==> src/rtl/three_bit_divider.sv <==
// Sequential restoring divider: 6-bit dividend by 3-bit divisor, one quotient bit per cycle.
// Optional macro DIV_ZERO_DETECT_EN adds the div_zero port and a one-cycle divide-by-zero shortcut.
module three_bit_divider (
    input  logic       clk,
    input  logic       reset,
    input  logic       start,
    input  logic [5:0] dividend,
    input  logic [2:0] divisor,
    output logic       busy,
    output logic       done,
    output logic [5:0] quotient,
    output logic [2:0] remainder
`ifdef DIV_ZERO_DETECT_EN
    ,
    output logic       div_zero
`endif
);

    typedef enum logic [1:0] {IDLE, CALC, DONE} state_t;

    state_t     state, state_next;
    logic [5:0] dvd_q;
    logic [2:0] dvs_q;
    logic [3:0] pr_q;
    logic [5:0] q_work;
    logic [2:0] iter_q;

    logic       accept;
    logic       zero_skip;
    logic       last_iter;
    logic       q_bit;
    logic [3:0] shifted;
    logic [3:0] pr_next;

    always_comb begin
        accept    = start && ((state == IDLE) || (state == DONE));
`ifdef DIV_ZERO_DETECT_EN
        zero_skip = accept && (divisor == 3'd0);
`else
        zero_skip = 1'b0;
`endif
        // Shift truncates to the 4-bit partial remainder; divisor 0 always "subtracts" nothing.
        shifted   = 4'({pr_q, dvd_q[5]});
        q_bit     = (shifted >= {1'b0, dvs_q});
        pr_next   = q_bit ? (shifted - {1'b0, dvs_q}) : shifted;
        last_iter = (iter_q == 3'd5);
        busy      = (state == CALC);
        done      = (state == DONE);
    end

    always_comb begin
        state_next = state;
        case (state)
            IDLE: if (accept) state_next = zero_skip ? DONE : CALC;
            CALC: if (last_iter) state_next = DONE;
            DONE: begin
                if (accept) state_next = zero_skip ? DONE : CALC;
                else        state_next = IDLE;
            end
            default: state_next = IDLE;
        endcase
    end

    always_ff @(posedge clk or posedge reset) begin
        if (reset) state <= IDLE;
        else       state <= state_next;
    end

    always_ff @(posedge clk or posedge reset) begin
        if (reset) begin
            dvd_q     <= '0;
            dvs_q     <= '0;
            pr_q      <= '0;
            q_work    <= '0;
            iter_q    <= '0;
            quotient  <= '0;
            remainder <= '0;
`ifdef DIV_ZERO_DETECT_EN
            div_zero  <= 1'b0;
`endif
        end else if (accept) begin
            dvd_q  <= dividend;
            dvs_q  <= divisor;
            pr_q   <= '0;
            q_work <= '0;
            iter_q <= '0;
`ifdef DIV_ZERO_DETECT_EN
            if (zero_skip) begin
                quotient  <= '1;
                remainder <= dividend[2:0];
                div_zero  <= 1'b1;
            end
`endif
        end else if (state == CALC) begin
            dvd_q  <= 6'({dvd_q, 1'b0});
            pr_q   <= pr_next;
            q_work <= 6'({q_work, q_bit});
            iter_q <= iter_q + 3'd1;
            if (last_iter) begin
                quotient  <= 6'({q_work, q_bit});
                remainder <= pr_next[2:0];
`ifdef DIV_ZERO_DETECT_EN
                div_zero  <= 1'b0;
`endif
            end
        end
    end

endmodule
==> config.mk <==
export PLATFORM = sky130hd
export DESIGN_NAME = three_bit_divider
export DESIGN_NICKNAME = d
export VERILOG_FILES = /design/src/rtl/three_bit_divider.sv
export SDC_FILE = /design/constraint.sdc
export NUM_CORES = 1
export LEC_CHECK = 0
export CORE_MARGIN = 2
export CORE_UTILIZATION = 50
export CTS_CLUSTER_SIZE = 24
export DETAILED_ROUTE_END_ITERATION = 16
export DONT_BUFFER_PORTS = 1
export GPL_ROUTABILITY_DRIVEN = 1
export HOLD_SLACK_MARGIN = 0.05
export PLACE_DENSITY = 0.64
export SLEW_MARGIN = 10
export SYNTH_ARGS = -nofsm -noshare
export SYNTH_HDL_FRONTEND = slang
export SYNTH_SLANG_ARGS = --single-unit
export TNS_END_PERCENT = 30
==> constraint.sdc <==
create_clock -name clk -period 3 [get_ports clk]
set_input_delay 0.3 -clock clk [delete_from_list [all_inputs] [get_ports clk]]
set_output_delay 0.3 -clock clk [all_outputs]
set_load 0.02 [all_outputs]
== Yosys cells after proc, flatten, opt, wreduce, memory -nomap -nowiden ==
Index checks and enable logic that the tools add are counted.
Storage, ports and cells
  output and inout bits: 11
  latch bits: 0
  logic and storage cells: 36
  input port bits: 12
  flip-flop bits (word level): 31
  RAM bits: 0
  ROM bits: 0
  memories kept: 0
Operators by class
  equality and inequality tests: 5
  reductions and logical operators: 6
  multipliers: 0
  magnitude comparators: 1
  shift operators: 0
  add/sub/neg operators: 2
  bitwise operators: 1
  mux-type cells: 13
  div/mod/pow operators: 0
Operator list (count)
  two-way mux 3 bit: 5
  two-way mux 6 bit: 2
  two-way mux 5 bit: 2
  case mux 2 bit (3 select lines): 1
  >= comparator 4 x 3 -> 1 bit: 1
  two-way mux 2 bit: 2
  adder 3 x 1 -> 3 bit, second input constant: 1
  == test 3 bit, second input constant: 1
  AND reduction 3 bit: 1
  subtractor 3 bit: 1
  == test 2 x 1 -> 1 bit, second input constant: 1
  == test 2 bit, second input constant: 1
  logical NOT 2 bit: 1
  != test 2 x 1 -> 1 bit, second input constant: 1
  != test 2 bit, second input constant: 1
  AND reduction 2 bit: 1
  nonzero test 2 bit: 1
  logical AND 1 bit: 1
  logical OR 1 bit: 1
  two-way mux 1 bit: 1
  NOT 1 bit: 1

== Depth between registers and ports, before layout ==
Gate-level depths: netlist (run 1).
  depth after elaboration: 5
  depth in mapped cells: 7
  mapped depth without buffers: 7

== Worst setup path before layout (run 1) ==
No wires, ideal clock.
  kind: flip-flop to flip-flop
  from: register dvd_q[5]
  to: register pr_q[0]
  required time: 2.878 ns
  setup slack: 0.938 ns
  stages on the path, launching flop included: 8
  path buffers: 0
  clock period less this slack: 2.062 ns
  library setup time: 0.122 ns
  arrival time: 1.941 ns
  cells stage by stage: dfrtp_1 -> inv_1 -> ha_1 -> inv_1 -> fa_1 -> a211o_1 -> or3_1 -> a32o_1
Between the ends
  word-level cells in the longest chain between the ends: 4
  elaborated cells between the ends (all ways): 5
  those cells by class: 1 x add/sub; 1 x order compare; 3 x mux
RTL lines
  from (decl): RTL line 22  | logic [5:0] dvd_q;
  from (signal assigned): RTL line 82  | dvd_q <= dividend;
  from (signal assigned): RTL line 95  | dvd_q <= 6'({dvd_q, 1'b0});
  >= comparator 4 x 3 -> 1 bit / subtractor 3 bit (equally long branches): RTL line 44, 45
  two-way mux 3 bit *: RTL line 45  | pr_next = q_bit ? (shifted - {1'b0, dvs_q}) : shifted;
  two-way mux 3 bit *: RTL line 94  | end else if (state == CALC) begin
  two-way mux 3 bit *: RTL line 81  | end else if (accept) begin
  to (signal assigned): RTL line 96  | pr_q <= pr_next;
  to (decl): RTL line 24  | logic [3:0] pr_q;
Every way passes the cells marked *; elsewhere a longest branch is shown, timed or not. The select of a mux whose other input is x is not followed.
A chain may end at the register's enable or synchronous reset.

== Worst setup path after layout (run 1) ==
Same ends and word-level chain as after synthesis.

==> results of run 1 <==
-- synth_stat cells, types with 2 or more instances --
cell | number | area [um2]
sky130_fd_sc_hd__a22o_1 | 6 | 52.6
sky130_fd_sc_hd__dfrtp_1 | 31 | 776
sky130_fd_sc_hd__nor2b_1 | 2 | 12.5
sky130_fd_sc_hd__inv_1 | 6 | 22.5
sky130_fd_sc_hd__nand3_1 | 7 | 35.0
sky130_fd_sc_hd__a22oi_1 | 4 | 30.0
sky130_fd_sc_hd__ha_1 | 5 | 62.6
sky130_fd_sc_hd__o21ai_0 | 5 | 25.0
sky130_fd_sc_hd__a31o_2 | 2 | 17.5
sky130_fd_sc_hd__o211ai_1 | 3 | 22.5
sky130_fd_sc_hd__nand2b_1 | 2 | 12.5
sky130_fd_sc_hd__clkbuf_1 | 2 | 7.51
sky130_fd_sc_hd__nand2_1 | 29 | 109
sky130_fd_sc_hd__or3_1 | 2 | 12.5
sky130_fd_sc_hd__and2_1 | 2 | 12.5
sky130_fd_sc_hd__a32o_1 | 2 | 20.0
-- through the flow --
step / worst slack, ns / instance area, um2 / std cells / util / power, mW
after floorplan: 0.938 / 1400 / 130 / - / 1.40
final: 0.817 / 1500 / 167 / 0.554 / 1.80
after CTS: 0.806 / 1500 / 167 / 0.554 / 1.82
after global placement: 0.881 / 1440 / 159 / 0.530 / 1.52
after detailed placement: 0.813 / 1440 / 159 / 0.530 / 1.56
after global routing: 0.724 / 1500 / 167 / 0.554 / 1.94
-- registers in the layout, indices dropped and copies added (netlist names) --
| name | count |
|---|---|
| iter_q | 3 |
| dvs_q | 3 |
| pr_q | 3 |
| q_work | 5 |
| remainder | 3 |
| quotient | 6 |
| dvd_q | 6 |
| state | 2 |
-- power breakdown --
| group | total (mW) | switching [mW] | internal (mW) | leakage (nW) |
|---|---|---|---|---|
| combinational | 0.749 | 0.420 | 0.329 | 0.310 |
| sequential | 0.806 | 0.198 | 0.608 | 0.387 |
| clock | 0.245 | 0.136 | 0.108 | 0.0341 |
-- worst paths after layout --
path                                  startpoint                      end  slack, ns
min in group asynchronous                  reset  quotient[1]$_DFFE_PP0P_       0.55
max                         dvd_q[5]$_DFFE_PP0P_      pr_q[0]$_DFFE_PP0P_       0.82
max in group asynchronous                  reset     dvd_q[4]$_DFFE_PP0P_       1.78
min reg2reg                q_work[4]$_DFFE_PP0P_  quotient[5]$_DFFE_PP0P_       0.49
min                                   divisor[0]     dvs_q[0]$_DFFE_PP0P_       0.08
max reg2reg                 dvd_q[5]$_DFFE_PP0P_      pr_q[0]$_DFFE_PP0P_       0.82
-- critical path: stages, from the launching register on --
cell	delay, ns
sky130_fd_sc_hd__dfrtp_1	0.38
sky130_fd_sc_hd__inv_1	0.07
sky130_fd_sc_hd__ha_1	0.14
sky130_fd_sc_hd__inv_1	0.05
sky130_fd_sc_hd__fa_1	0.41
sky130_fd_sc_hd__a211o_1	0.38
sky130_fd_sc_hd__or3_1	0.39
sky130_fd_sc_hd__a32o_1	0.26
-- area by class of cell --
class / count / area (um2)
Fill cell: 248 / 1210
Sequential cell: 31 / 776
Multi-Input combinational cell: 86 / 569
Clock buffer: 6 / 51.3
Tap cell: 31 / 38.8
Timing Repair Buffer: 4 / 32.5
Inverter: 8 / 30.0
Clock inverter: 1 / 5.00
-- repair_timing --
action,4_1_cts,5_1_grt
endpoints found under the hold margin,20,0
buffers inserted,0,0
hold buffers,1,0
-- per-layer routing --
metal / routed length (um) / part of all wire / vias up / track usage
met5: 0 / 0 / - / 0
met4: 59 / 0.022 / 0 / 0.0930
met3: 156 / 0.059 / 7 / 0.0507
met2: 1190 / 0.45 / 22 / 0.263
met1: 1240 / 0.47 / 461 / 0.254
li1: - / - / 459 / -
-- kinds of logic (layout without fill, tap and decap cells) --
logic type                 Yosys count  in the layout
and+or+nand+nor                     52             52
DFF                                 31             31
buffers and inverters               13             19
muxes                                1              1
xor gates and xnor gates             2              2
adders and majority gates            6              6
AOI/OAI and AO/OA                   25             25
==> metrics.txt, run 1 <==
# TYPE chip_impl_metric gauge
chip_impl_metric{name="worst_reg2reg_path_depth",unit=""} 7
chip_impl_metric{name="antenna_found_initial",unit=""} 0
chip_impl_metric{name="hold-worst-slack",unit="ns"} 0.0845
chip_impl_metric{name="fin_crit_sh",unit=""} 0.728
chip_impl_metric{name="grt_overflow_total",unit=""} 0
chip_impl_metric{name="synth_xor_area_frac",unit=""} 0.0125
chip_impl_metric{name="synth_enable_flop_cells",unit=""} 0
chip_impl_info{name="most_common_cell_after_layout_fill_and_taps_aside",value="sky130_fd_sc_hd__dfrtp_1"} 1
chip_impl_metric{name="nets",unit=""} 154
chip_impl_metric{name="hold-path-cell-count",unit=""} 2
chip_impl_metric{name="clock_latency",unit="ns"} 0.33
chip_impl_metric{name="synth_cell_type_count",unit=""} 36
chip_impl_metric{name="placement.io_buffers",unit=""} 0
chip_impl_metric{name="areaGrowthSynthToFinish",unit="%"} 7.42
chip_impl_metric{name="vdd.ir_drop.worst",unit="mV"} 0.686
chip_impl_metric{name="sum_of_negative_setup_slack",unit="ns"} 0
chip_impl_metric{name="critPathRequiredTime",unit="ns"} 3.22
chip_impl_metric{name="syn-cell-area",unit="um2"} 1400
chip_impl_metric{name="core_area",unit="um2"} 2710
chip_impl_metric{name="drt_pre_antenna_iters",unit=""} 3
chip_impl_metric{name="syn_avg_cell_area",unit="um2"} 10.8
chip_impl_info{name="ys_dominant_reg_cell",value="sky130_fd_sc_hd__dfrtp_1"} 1
chip_impl_metric{name="synth_fa_ha_area_frac",unit=""} 0.0590
chip_impl_info{name="rsz_0062_raised_after_global_routing",value="false"} 1
chip_impl_metric{name="place.detailed.hpwl",unit="mm"} 1.78
chip_impl_info{name="synth_top_family_by_area",value="simple AND/OR/NAND/NOR gates"} 1
chip_impl_metric{name="setup_viol",unit=""} 0
chip_impl_metric{name="route.final.wire_length",unit="mm"} 2.65
chip_impl_metric{name="post_cts_resized",unit=""} 0
chip_impl_metric{name="cts-buffers-inserted",unit=""} 5
chip_impl_metric{name="path_clk_slew",unit="ns"} 0.09
chip_impl_metric{name="num_antenna_cells",unit=""} 0
chip_impl_metric{name="finalHoldViolCount",unit=""} 0
chip_impl_info{name="hold_path.class",value="primary input to register"} 1
chip_impl_metric{name="synth-simple-area-share",unit=""} 0.188
chip_impl_metric{name="route.vias.total",unit=""} 949
chip_impl_info{name="layout.cells.most_common_list",value="sky130_fd_sc_hd__dfrtp_1, sky130_fd_sc_hd__nand2_1, sky130_fd_sc_hd__nand3_1"} 1
chip_impl_metric{name="clock_sinks",unit=""} 31
chip_impl_metric{name="minimum_clock_period_after_layout",unit="ns"} 2.18
chip_impl_metric{name="synth_mux_area_frac",unit=""} 0.00805
chip_impl_metric{name="ioPinCount",unit=""} 23
chip_impl_metric{name="slew_viol_final",unit=""} 0
chip_impl_metric{name="track_usage",unit=""} 0.184
chip_impl_info{name="clock-root-buffer",value="sky130_fd_sc_hd__clkbuf_4"} 1
chip_impl_metric{name="post_route_cells_drive_above_1_share",unit=""} 0.125
chip_impl_metric{name="routedWlPerCell",unit="um"} 15.9
chip_impl_info{name="crit_path_end_kind",value="register"} 1
chip_impl_metric{name="via_per_inst",unit=""} 5.68
chip_impl_metric{name="place.gp.congestion",unit=""} 0.845
chip_impl_info{name="timing.setup.critical_path_class",value="register to register"} 1
chip_impl_metric{name="synth_async_sr_flop_share",unit=""} 1.00
chip_impl_metric{name="drt_iter0_markers",unit=""} 44
chip_impl_info{name="critPathLaunchType",value="register"} 1
chip_impl_metric{name="drv_cap",unit=""} 0
chip_impl_metric{name="power_density_over_the_cells",unit="nW/um2"} 1200
chip_impl_metric{name="synth_cells",unit=""} 130
chip_impl_metric{name="fin_worst_skew",unit="ns"} 0.0116
chip_impl_metric{name="route.detailed.drc",unit=""} 0
chip_impl_metric{name="worst_pin_slew",unit="ns"} 0.798
chip_impl_metric{name="yosys_warnings",unit=""} 0
chip_impl_metric{name="grt_max_degree",unit=""} 22
chip_impl_info{name="clock_tree_from_tritoncts",value="done"} 1
chip_impl_metric{name="max-clock-path-buffers",unit=""} 2
chip_impl_metric{name="floorplan.rows",unit=""} 19
chip_impl_metric{name="synth-seq-area-share",unit=""} 0.555
chip_impl_metric{name="htree_levels",unit=""} 2
chip_impl_metric{name="die_area",unit="um2"} 3240
chip_impl_metric{name="critPathArrivalTime",unit="ns"} 2.40
chip_impl_metric{name="mappedNetlistNets",unit=""} 148
chip_impl_metric{name="die_x",unit="um"} 56.9
chip_impl_metric{name="die_height",unit="um"} 56.9
chip_impl_metric{name="critPathMaxFanout",unit=""} 8
chip_impl_metric{name="power_leakage",unit="nW"} 0.731
chip_impl_metric{name="drtAntennaViolNets",unit=""} 0
chip_impl_metric{name="max_freq",unit="MHz"} 458
chip_impl_metric{name="ys_seq_elements",unit=""} 31
chip_impl_metric{name="grt_first_pass_wirelength",unit="mm"} 4.49
chip_impl_metric{name="number_of_global_route_vias_before_repair",unit=""} 942
chip_impl_metric{name="slew_headroom",unit=""} 0.468
chip_impl_info{name="status",value="completed"} 1
chip_impl_metric{name="synth-compound-area-share",unit=""} 0.140
chip_impl_metric{name="initial_utilization",unit=""} 0.516
Note: power is estimated with default switching activity, not from simulation.
==> run 2, diff against run 1 <==
PLACE_DENSITY = 0.67   (was 0.64)
clock period = 1.8 ns   (was 3 ns; I/O delays follow)
==> run 2 against run 1 <==
Effect of this change:
- setup slack worse by 1.1 ns
- via count up 8.2%
- sequential power up 66%
- final area up 16%
- global-route usage up 0.37 points
- sequential cell count unchanged
- count of clock-buffer cells in the layout unchanged
- worst hold slack better by 0.11 ns
- the run now ends with setup timing left
- largest cell class unchanged
- cell count up 14%
- total power up 94%
- critical endpoint is now pr_q[2]$_DFFE_PP0P_
==> metrics.txt, run 2 (synthesized netlist as in run 1, its figures left out) <==
# TYPE chip_impl_metric gauge
chip_impl_info{name="status",value="finished, violations left"} 1
chip_impl_info{name="violated_checks",value="setup timing"} 1
chip_impl_info{name="critPathLaunchType",value="register"} 1
chip_impl_info{name="rsz_0062_raised_after_global_routing",value="true"} 1
chip_impl_metric{name="sum_of_negative_setup_slack",unit="ns"} -1.80
chip_impl_info{name="clock-root-buffer",value="sky130_fd_sc_hd__clkbuf_4"} 1
chip_impl_metric{name="number_of_global_route_vias_before_repair",unit=""} 992
chip_impl_metric{name="die_x",unit="um"} 56.9
chip_impl_metric{name="num_antenna_cells",unit=""} 0
chip_impl_metric{name="floorplan.rows",unit=""} 19
chip_impl_metric{name="hold-worst-slack",unit="ns"} 0.190
chip_impl_metric{name="power_leakage",unit="nW"} 0.842
chip_impl_metric{name="grt_max_degree",unit=""} 32
chip_impl_metric{name="areaGrowthSynthToFinish",unit="%"} 24.9
chip_impl_metric{name="part_of_the_power_in_the_clock_network",unit=""} 0.143
chip_impl_metric{name="critPathMaxFanout",unit=""} 6
chip_impl_metric{name="max_freq",unit="MHz"} 479
chip_impl_metric{name="max-clock-path-buffers",unit=""} 2
chip_impl_metric{name="p_int",unit="mW"} 2.15
chip_impl_metric{name="design_area",unit="um2"} 1750
chip_impl_metric{name="initial_utilization",unit=""} 0.516
chip_impl_metric{name="clock_sinks",unit=""} 31
chip_impl_metric{name="routedWlPerCell",unit="um"} 14.3
chip_impl_info{name="clock_tree_from_tritoncts",value="done"} 1
chip_impl_info{name="top_regs",value="dvd_q (6), quotient (6), q_work (5)"} 1
chip_impl_metric{name="swShare",unit=""} 0.383
chip_impl_metric{name="power.net_switching",unit="mW"} 1.33
chip_impl_metric{name="power.share.combinational",unit=""} 0.473
chip_impl_metric{name="place.gp.congestion",unit=""} 0.768
chip_impl_metric{name="hold-path-cell-count",unit=""} 2
chip_impl_metric{name="clock_latency",unit="ns"} 0.32
chip_impl_metric{name="worst_pin_slew",unit="ns"} 0.498
chip_impl_metric{name="placed_cells",unit=""} 169
chip_impl_metric{name="power_density_over_the_cells",unit="nW/um2"} 2000
chip_impl_metric{name="slew_headroom",unit=""} 0.667
chip_impl_info{name="most_common_cell_after_layout_fill_and_taps_aside",value="sky130_fd_sc_hd__dfrtp_1"} 1
chip_impl_metric{name="setup_ws",unit="ns"} -0.287
chip_impl_metric{name="grt_overflow_total",unit=""} 0
chip_impl_metric{name="fin_crit_sh",unit=""} 1.16
chip_impl_metric{name="dp_worst_setup_slack",unit="ns"} -0.261
chip_impl_info{name="layout.cells.most_common_list",value="sky130_fd_sc_hd__dfrtp_1, sky130_fd_sc_hd__nand2_1, sky130_fd_sc_hd__buf_4"} 1
chip_impl_metric{name="place.detailed.hpwl",unit="mm"} 1.88
chip_impl_metric{name="utilization",unit=""} 0.645
chip_impl_metric{name="route.final.wire_length",unit="mm"} 2.72
chip_impl_info{name="worst_r2r_endpoint",value="pr_q[2]$_DFFE_PP0P_"} 1
chip_impl_metric{name="area_post_placement",unit="um2"} 1510
chip_impl_metric{name="core_area",unit="um2"} 2710
chip_impl_metric{name="ff2ff_setup_slack",unit="ns"} -0.29
chip_impl_metric{name="finalHoldViolCount",unit=""} 0
chip_impl_metric{name="worst_reg2reg_path_depth",unit=""} 7
chip_impl_metric{name="die_height",unit="um"} 56.9
chip_impl_metric{name="setup_viol",unit=""} 8
chip_impl_metric{name="post_route_cells_drive_above_1_share",unit=""} 0.233
chip_impl_metric{name="ioPinCount",unit=""} 23
chip_impl_metric{name="antenna_found_initial",unit=""} 0
chip_impl_info{name="worst_r2r_startpoint",value="dvd_q[5]$_DFFE_PP0P_"} 1
chip_impl_metric{name="vdd.ir_drop.worst",unit="mV"} 1.29
chip_impl_metric{name="die_area",unit="um2"} 3240
chip_impl_metric{name="power.sequential.fraction",unit=""} 0.384
chip_impl_metric{name="htree_levels",unit=""} 2
chip_impl_metric{name="track_usage",unit=""} 0.188
chip_impl_metric{name="minimum_clock_period_after_layout",unit="ns"} 2.09
chip_impl_info{name="hold-path-endpoint",value="state[0]$_DFFE_PP0P_"} 1
chip_impl_metric{name="via_per_inst",unit=""} 5.41
chip_impl_metric{name="placement.io_buffers",unit=""} 0
chip_impl_info{name="worstHoldStart",value="start"} 1
chip_impl_metric{name="drv_cap",unit=""} 0
chip_impl_info{name="crit_path_start",value="dvd_q[5]$_DFFE_PP0P_"} 1
chip_impl_metric{name="drtAntennaViolNets",unit=""} 0
chip_impl_metric{name="route.detailed.drc",unit=""} 0
chip_impl_metric{name="path_clk_slew",unit="ns"} 0.09
chip_impl_metric{name="route.vias.total",unit=""} 1027
chip_impl_metric{name="cts-buffers-inserted",unit=""} 5
chip_impl_metric{name="grt_first_pass_wirelength",unit="mm"} 4.61
chip_impl_metric{name="finalNonFillerCells",unit=""} 190
chip_impl_metric{name="critPathRequiredTime",unit="ns"} 2.01
chip_impl_metric{name="design_power_total",unit="mW"} 3.49
chip_impl_metric{name="nets",unit=""} 177
chip_impl_metric{name="drt_pre_antenna_iters",unit=""} 4
chip_impl_metric{name="slew_viol_final",unit=""} 0
chip_impl_info{name="hold_path.class",value="primary input to register"} 1
chip_impl_info{name="timing.setup.critical_path_class",value="register to register"} 1
chip_impl_metric{name="fin_worst_skew",unit="ns"} 0.00433
chip_impl_metric{name="critPathArrivalTime",unit="ns"} 2.29
chip_impl_metric{name="drt_iter0_markers",unit=""} 11
chip_impl_info{name="crit_path_end_kind",value="register"} 1
[run 2: cell count changes in the layout (fill, tap and decap cells not counted), moves of 2 or more]
cell                            change
sky130_fd_sc_hd__inv_1              -2
sky130_fd_sc_hd__buf_4             +14
sky130_fd_sc_hd__dlygate4sd3_1      +9
sky130_fd_sc_hd__or3_4              +2
sky130_fd_sc_hd__or3_1              -2
sky130_fd_sc_hd__inv_2              +2
[run 2: worst max-delay path by stage]
stage	end	slack (ns)	cells past startpoint
6_report	pr_q[2]$_DFFE_PP0P_	-0.29	7
5_1_grt	pr_q[2]$_DFFE_PP0P_	-0.36	7
4_1_cts	pr_q[0]$_DFFE_PP0P_	-0.27	7
3_5_place_dp	pr_q[0]$_DFFE_PP0P_	-0.26	7
3_3_place_gp	pr_q[0]$_DFFE_PP0P_	-0.22	7
2_1_floorplan	pr_q[0]$_DFFE_PP0P_	-0.17	7
[run 2: repair_timing]
item                                    in CTS  in global routing
endpoints found under the setup margin       8                  8
resized for setup                            5                  2
setup buffers                                3                  1
pin swaps                                    3                  0
hold endpoints to repair                    40                  0
hold buffers                                10                  0
[run 2: layout make-up]
cell class	instances	area, um2
repair buffers	27	228
clock inverters	1	30.0
flip-flops and latches	31	776
clock buffers	6	41.3
well taps	31	38.8
fillers	231	963
inverters	8	30.0
multi-input cells	86	603
[run 2: worst max-delay path: stages (launching register included)]
cell	delay, ns
sky130_fd_sc_hd__dfrtp_1	0.40
sky130_fd_sc_hd__inv_2	0.08
sky130_fd_sc_hd__ha_4	0.13
sky130_fd_sc_hd__inv_2	0.03
sky130_fd_sc_hd__fa_2	0.35
sky130_fd_sc_hd__a211o_4	0.36
sky130_fd_sc_hd__or3_4	0.37
sky130_fd_sc_hd__a32o_1	0.26
[run 2: routing by layer]
metal  wire [um]  up-vias  GRT usage
met3         107        6     0.0622
met4          40        0     0.0598
met1        1280      495      0.256
met5           0        -          0
met2        1290       19      0.282
li1            -      507          -
[run 2: power by group through the flow]
| stage | Combinational (mW) | Clock, mW | Sequential [mW] |
|---|---|---|---|
| finish | 1.65 | 0.500 | 1.34 |
| floorplan | 1.04 | 0 | 1.30 |
| detailed placement | 1.44 | 0 | 1.35 |
| global placement | 1.39 | 0 | 1.34 |
| CTS | 1.59 | 0.517 | 1.34 |
| global route | 1.82 | 0.548 | 1.38 |
